## config.mk

```make
export PLATFORM = sky130hd
export DESIGN_NAME = helios_fifo_wrapper
export DESIGN_NICKNAME = d
export VERILOG_FILES = /design/src/rtl/helios_fifo_wrapper.sv
export SDC_FILE = /design/constraint.sdc
export NUM_CORES = 2
export LEC_CHECK = 0
export CAP_MARGIN = 20
export CORE_ASPECT_RATIO = 0.7
export CORE_MARGIN = 8
export CORE_UTILIZATION = 30
export CTS_CLUSTER_DIAMETER = 80
export DETAILED_ROUTE_END_ITERATION = 8
export MAX_ROUTING_LAYER = met4
export PLACE_DENSITY = 0.5
export SYNTH_ARGS = -nofsm -noshare
export SYNTH_HDL_FRONTEND = slang
export SYNTH_SLANG_ARGS = --single-unit
export TNS_END_PERCENT = 1
```

## constraint.sdc

```tcl
create_clock -name clk -period 4.47 [get_ports clk]
set_input_delay 0.6705 -clock clk [delete_from_list [all_inputs] [get_ports clk]]
set_output_delay 0.6705 -clock clk [all_outputs]
set_load 0.02 [all_outputs]
```

## src/rtl/helios_fifo_wrapper.sv

```systemverilog
// helios_fifo_wrapper: single-clock first-word-fall-through FIFO with valid/ready on both sides.
// Define HELIOS_FIFO_LEVEL_EN to add the registered occupancy output `level`.
module helios_fifo_wrapper #(
    parameter int WIDTH = 32,
    parameter int DEPTH = 128,
    localparam int AW = $clog2(DEPTH)
) (
    input  logic             clk,
    input  logic             reset,
    input  logic [WIDTH-1:0] input_data,
    input  logic             input_valid,
    output logic             input_ready,
    output logic [WIDTH-1:0] output_data,
    output logic             output_valid,
    input  logic             output_ready
`ifdef HELIOS_FIFO_LEVEL_EN
    ,
    output logic [AW:0]      level
`endif
);
    logic [WIDTH-1:0] mem [DEPTH];
    logic [AW:0] wr_ptr_q, wr_ptr_d, rd_ptr_q, rd_ptr_d;
    logic empty, full, push, pop;

    // Pointers carry an extra wrap bit so equal indices can be told apart as empty or full.
    assign empty        = wr_ptr_q == rd_ptr_q;
    assign full         = (wr_ptr_q[AW-1:0] == rd_ptr_q[AW-1:0]) && (wr_ptr_q[AW] != rd_ptr_q[AW]);
    assign input_ready  = !full && !reset;
    assign output_valid = !empty && !reset;
    assign output_data  = output_valid ? mem[rd_ptr_q[AW-1:0]] : '0;
    assign push         = input_valid && input_ready;
    assign pop          = output_valid && output_ready;

    always_comb begin
        wr_ptr_d = push ? wr_ptr_q + 1'b1 : wr_ptr_q;
        rd_ptr_d = pop ? rd_ptr_q + 1'b1 : rd_ptr_q;
    end

    always_ff @(posedge clk) begin
        if (reset) begin
            wr_ptr_q <= '0;
            rd_ptr_q <= '0;
        end else begin
            wr_ptr_q <= wr_ptr_d;
            rd_ptr_q <= rd_ptr_d;
        end
    end

    always_ff @(posedge clk) begin
        if (push) mem[wr_ptr_q[AW-1:0]] <= input_data;
    end

`ifdef HELIOS_FIFO_LEVEL_EN
    logic [AW:0] level_q, level_d;

    always_comb begin
        level_d = (push && !pop) ? level_q + 1'b1 : (pop && !push) ? level_q - 1'b1 : level_q;
    end

    always_ff @(posedge clk) begin
        if (reset) level_q <= '0;
        else level_q <= level_d;
    end

    assign level = level_q;
`endif
endmodule

```

Word-level counts from Yosys, hierarchy flattened. Memory sizes are Yosys's and may differ from the RTL's. A register that Yosys moved wholly into a read port is not among the register bits. Cells that the tools add are included.

Register bits: 16. Bits in latches: 0. Memory bits (writable): 4096. Bits in read-only memories: 0. Input bits: 36. Output and inout bits: 34. Memories: 1.

Add/sub/neg operators: 2. $mul: 0. Divide/modulo/power cells: 0. Magnitude comparators: 0. Equality and inequality tests: 3. Shifts and indexed selects: 0. Mux-type cells: 5. Bitwise logic cells: 0. Reduce and logical (&&, ||, !) cells: 8.

Memories: mem (depth 128, width 32, rd ports 1, clocked after Yosys merged registers in 1, wr ports 1, RTL line 21) `logic [WIDTH-1:0] mem [DEPTH];`.

Operator list (count): 32-bit two-way mux (1); 8-bit by 1-bit adder with 8-bit output (second input constant) (2); 7-bit two-way mux (2); 8-bit == test (1); 7-bit == test (1); 1-bit logical AND (5); 1-bit logical NOT (3); 1-bit two-way mux (2); 1-bit inequality test (1).

Depth between registers and ports, before layout.
Depth in word-level cells: 7. Depth in mapped cells: 11.

Least setup slack after synthesis. No wires, ideal clock.

Kind: input -> register. Start: input input_valid. End: memory mem[127][0] (enable). Arrival time: 3435 ps. Required time: 4005 ps. Setup slack: 570 ps. Stages: 3. Path through: nor2b_1 > o311ai_0 > nor3_1.

Longest elaborated chain between the ends: 3.

Ends and longest elaborated chain: from (decl) (RTL line 11) `input logic input_valid,`; 1-bit logical AND (RTL line 31) `assign push = input_valid && input_ready;`; 1-bit two-way mux (RTL line 50) `if (push) mem[wr_ptr_q[AW-1:0]] <= input_data;`; 1-bit two-way mux (implied by the code) (RTL line 50); to (decl) (RTL line 21).

No other way between the ends.

==> impl_metrics.tcl <==
set metrics [dict create \
    drc_errors 0 \
    clock_power_share_pct 42.0 \
    grt_pass1_vias 79800 \
    die_y_um 621.9 \
    die_w_um 881.6 \
    ir_drop_mv 0.3345 \
    dieArea_sq_um 548200 \
    netlist_instances 7565 \
    synth-edff-count 4096 \
    p_sw_share_pct 21.24 \
    numCtsBuffers 391 \
    p_switching_w 0.01688 \
    finalCritPeriodShare_pct 108.5 \
    drt_pass1_iterations 8 \
    area_delta_synth_final_pct 20.82 \
    hold_path.class "in2reg" \
    gp_congestion 0.8224 \
    ant_nets 0 \
    synth_top_area_cell "edfxtp_1" \
    maxSlewViolCount 0 \
    nNetsFinal 8488 \
    layout-drive-gt1-share_pct 27.31 \
    clkSinkCount 4119 \
    worst_slack_ns -0.3818 \
    crit_path_start_kind "flip-flop" \
    worstPathArrival_ns 4.18 \
    p_comb_share_pct 4.5 \
    ys_types 53 \
    clkTransAtPathRegs_ns 0.06 \
    crit_required_ns 3.80 \
    yosys-top-cells-area "edfxtp_1 78%, mux4_2 8.2%, mux2i_1 5.3%, a22oi_1 2.1%, buf_2 0.67%" \
    vias 82110 \
    ioPinCount 70 \
    core_sq_um 522500 \
    antenna_found_initial 48 \
    path_max_fanout 11 \
    worstSetupPathType "reg2out" \
    instances_no_fill 15710 \
    slew-limit-headroom_pct 18.63 \
    final_hold_viol_count 0 \
    grt_usage_pct 17.44 \
    rsz0062_at_grt "yes" \
    port_buffers 69 \
    insertion_delay_ns 0.95 \
    synth_area_sq_um 157300 \
    synth_top_area_share_pct 78.18 \
    leakage_nw 56.40 \
    r2r_cells 7 \
    synth_nets 7603 \
    finalWirelength_um 483300 \
    status "complete, but fails checks" \
    rows 222 \
    synth_ff_type "edfxtp_1" \
    min_period_ns 4.852 \
    max_freq_mhz 206.1 \
    cts_tree "built" \
    syn_avg_cell_area_sq_um 20.80 \
    dp_cells 14920 \
    critPathCaptureType "primary output" \
    tightest_slew_ns 1.221 \
    internal_power_w 0.06262 \
    vias_per_cell 5.225 \
    seq_area_frac_synth_pct 78.47 \
    synth_warnings 0 \
    routedWlPerCell_um 30.76 \
    p_seq_share_pct 53.5 \
    pwr_density_cell_nw_per_um2 418.3 \
    drt_first_iter_violations 11250 \
    violations "negative setup slack" \
    hpwl_um 293800 \
    ys_ff_latch 4119 \
    drv_cap 0 \
    grt_pass1_wl_um 659700 \
    hold_depth 1 \
    clock_skew_ns 0.1044 \
    start_util_pct 30.11 \
    cts_buffer_depth 4 \
    grt_max_degree 129 \
    globalRouteOverflowTotal 0 \
    dpl_cell_area_sq_um 174900 \
    htreeDepth 5 \
    setup_viol 31 \
    root_buffer "clkbuf_16" \
    async_flop_share_pct 0 \
    stdcell_area_sq_um 190100 \
]
[final timing paths]
check | startpoint | to | slack (ns)
worst max register to register | wr_ptr_q[0] | mem[21][11] | 1.64
worst min register to register | wr_ptr_q[7] | wr_ptr_q[7] | 0.55
worst max-delay path | flip-flop | output_data[14] | -0.38
worst min-delay path | input_data[10] | mem[71][10] | 0.14
[layer usage]
layer	share of wire, %	GRT usage [%]	up-vias
met2	41	23.33	3682
met5	0	-	-
met4	2.0	3.368	0
li1	-	-	33570
met1	47	26.68	44350
met3	10	4.236	506
[state kept, by name (all words and copies together), names as in the netlist, named ones only]
name and flops:
rd_ptr_q 8, mem 4096, wr_ptr_q 8
[synth_stat cells, drive strengths merged, types with 39 or more instances]
library cell / instances
a22oi: 448
mux2i: 836
mux4: 574
a22o: 65
nor2: 199
clkbuf: 149
nor2b: 73
nor3: 39
edfxtp: 4096
nand2: 179
buf: 289
a221oi: 97
a2111oi: 65
a211oi: 64
nand3: 106
a21oi: 67
[metrics by stage]
stage                     hold WS (ns)  utilization (%)  worst slack, ns  power [W]  TNS, ns
after detailed placement        0.5435            33.48          -0.4562    0.04663  -0.8869
after global routing           0.06111            36.38          -0.4202    0.08172   -10.62
after CTS                      0.03664            36.19          -0.4386    0.08001   -10.14
after global placement          0.5311            33.46          -0.3941    0.04656   -1.072
final                           0.1372            36.38          -0.3818    0.07950   -6.957
after floorplan                 0.5045                -           0.5700    0.04488        0
[repair_timing]
item / 4_1_cts / 5_1_grt
endpoints found under the setup margin: 32 / 32
gates cloned: 11 / 10
gates resized for setup: 202 / 73
pin swaps: 28 / 26
hold buffers: 0 / 0
buffers inserted: 28 / 34
[cell type report]
class                      instances  area, sq um
fill                           47620       332400
sequential                      4119       123500
multi-input combinational       3002        33690
timing repair buffer             930        11580
clock buffer                     469        10220
tap                             6944         8688
clock inverter                   232         2384
antenna                           12        30.03
inverter                           6        23.77
[kinds of logic after synthesis]
kind of cell    share of synthesized area [%]
flops                                   78.47
mux                                     13.55
compound gates                          4.395
simple gates                            2.055
buf+inv                                 1.403
xor+xnor                               0.1113
fa+ha+maj                             0.01590
[placed cells by master (no fill, tap or decap), drive strengths merged, types with 12 or more instances in the layout]
| cell | instances |
|---|---|
| nor2b | 73 |
| clkinv | 166 |
| nand4 | 36 |
| a21oi | 67 |
| nor4 | 33 |
| diode | 12 |
| mux2i | 836 |
| o211ai | 31 |
| nor3 | 39 |
| a221oi | 97 |
| nand3 | 106 |
| clkbuf | 479 |
| clkinvlp | 15 |
| buf | 907 |
| a211oi | 64 |
| a31oi | 33 |
| edfxtp | 4096 |
| dfxtp | 23 |
| a22o | 65 |
| nand2 | 179 |
| a2111oi | 65 |
| mux4 | 574 |
| nor2 | 199 |
| xnor2 | 13 |
| a22oi | 448 |
| bufinv | 43 |
| inv | 14 |
[power by group through the flow]
stage          clock network [W]  logic [W]  registers [W]
6_report                  0.0334    0.00359         0.0425
5_1_grt                   0.0355    0.00376         0.0425
4_1_cts                   0.0340    0.00350         0.0425
3_5_place_dp                   0    0.00330         0.0433
3_3_place_gp                   0    0.00324         0.0433
2_1_floorplan                  0    0.00155         0.0433
[critical path, cell delays in order, from the launching register on]
cell,delay [ns]
dfxtp_4,0.37
buf_12,0.15
buf_16,0.17
mux4_2,0.53
a22oi_2,0.46
buf_4,0.21
nand4_1,0.37
buf_4,0.32
nor3_4,0.25
a31oi_4,0.18
buf_6,0.17
No activity file was read; power rests on OpenSTA's default activity.
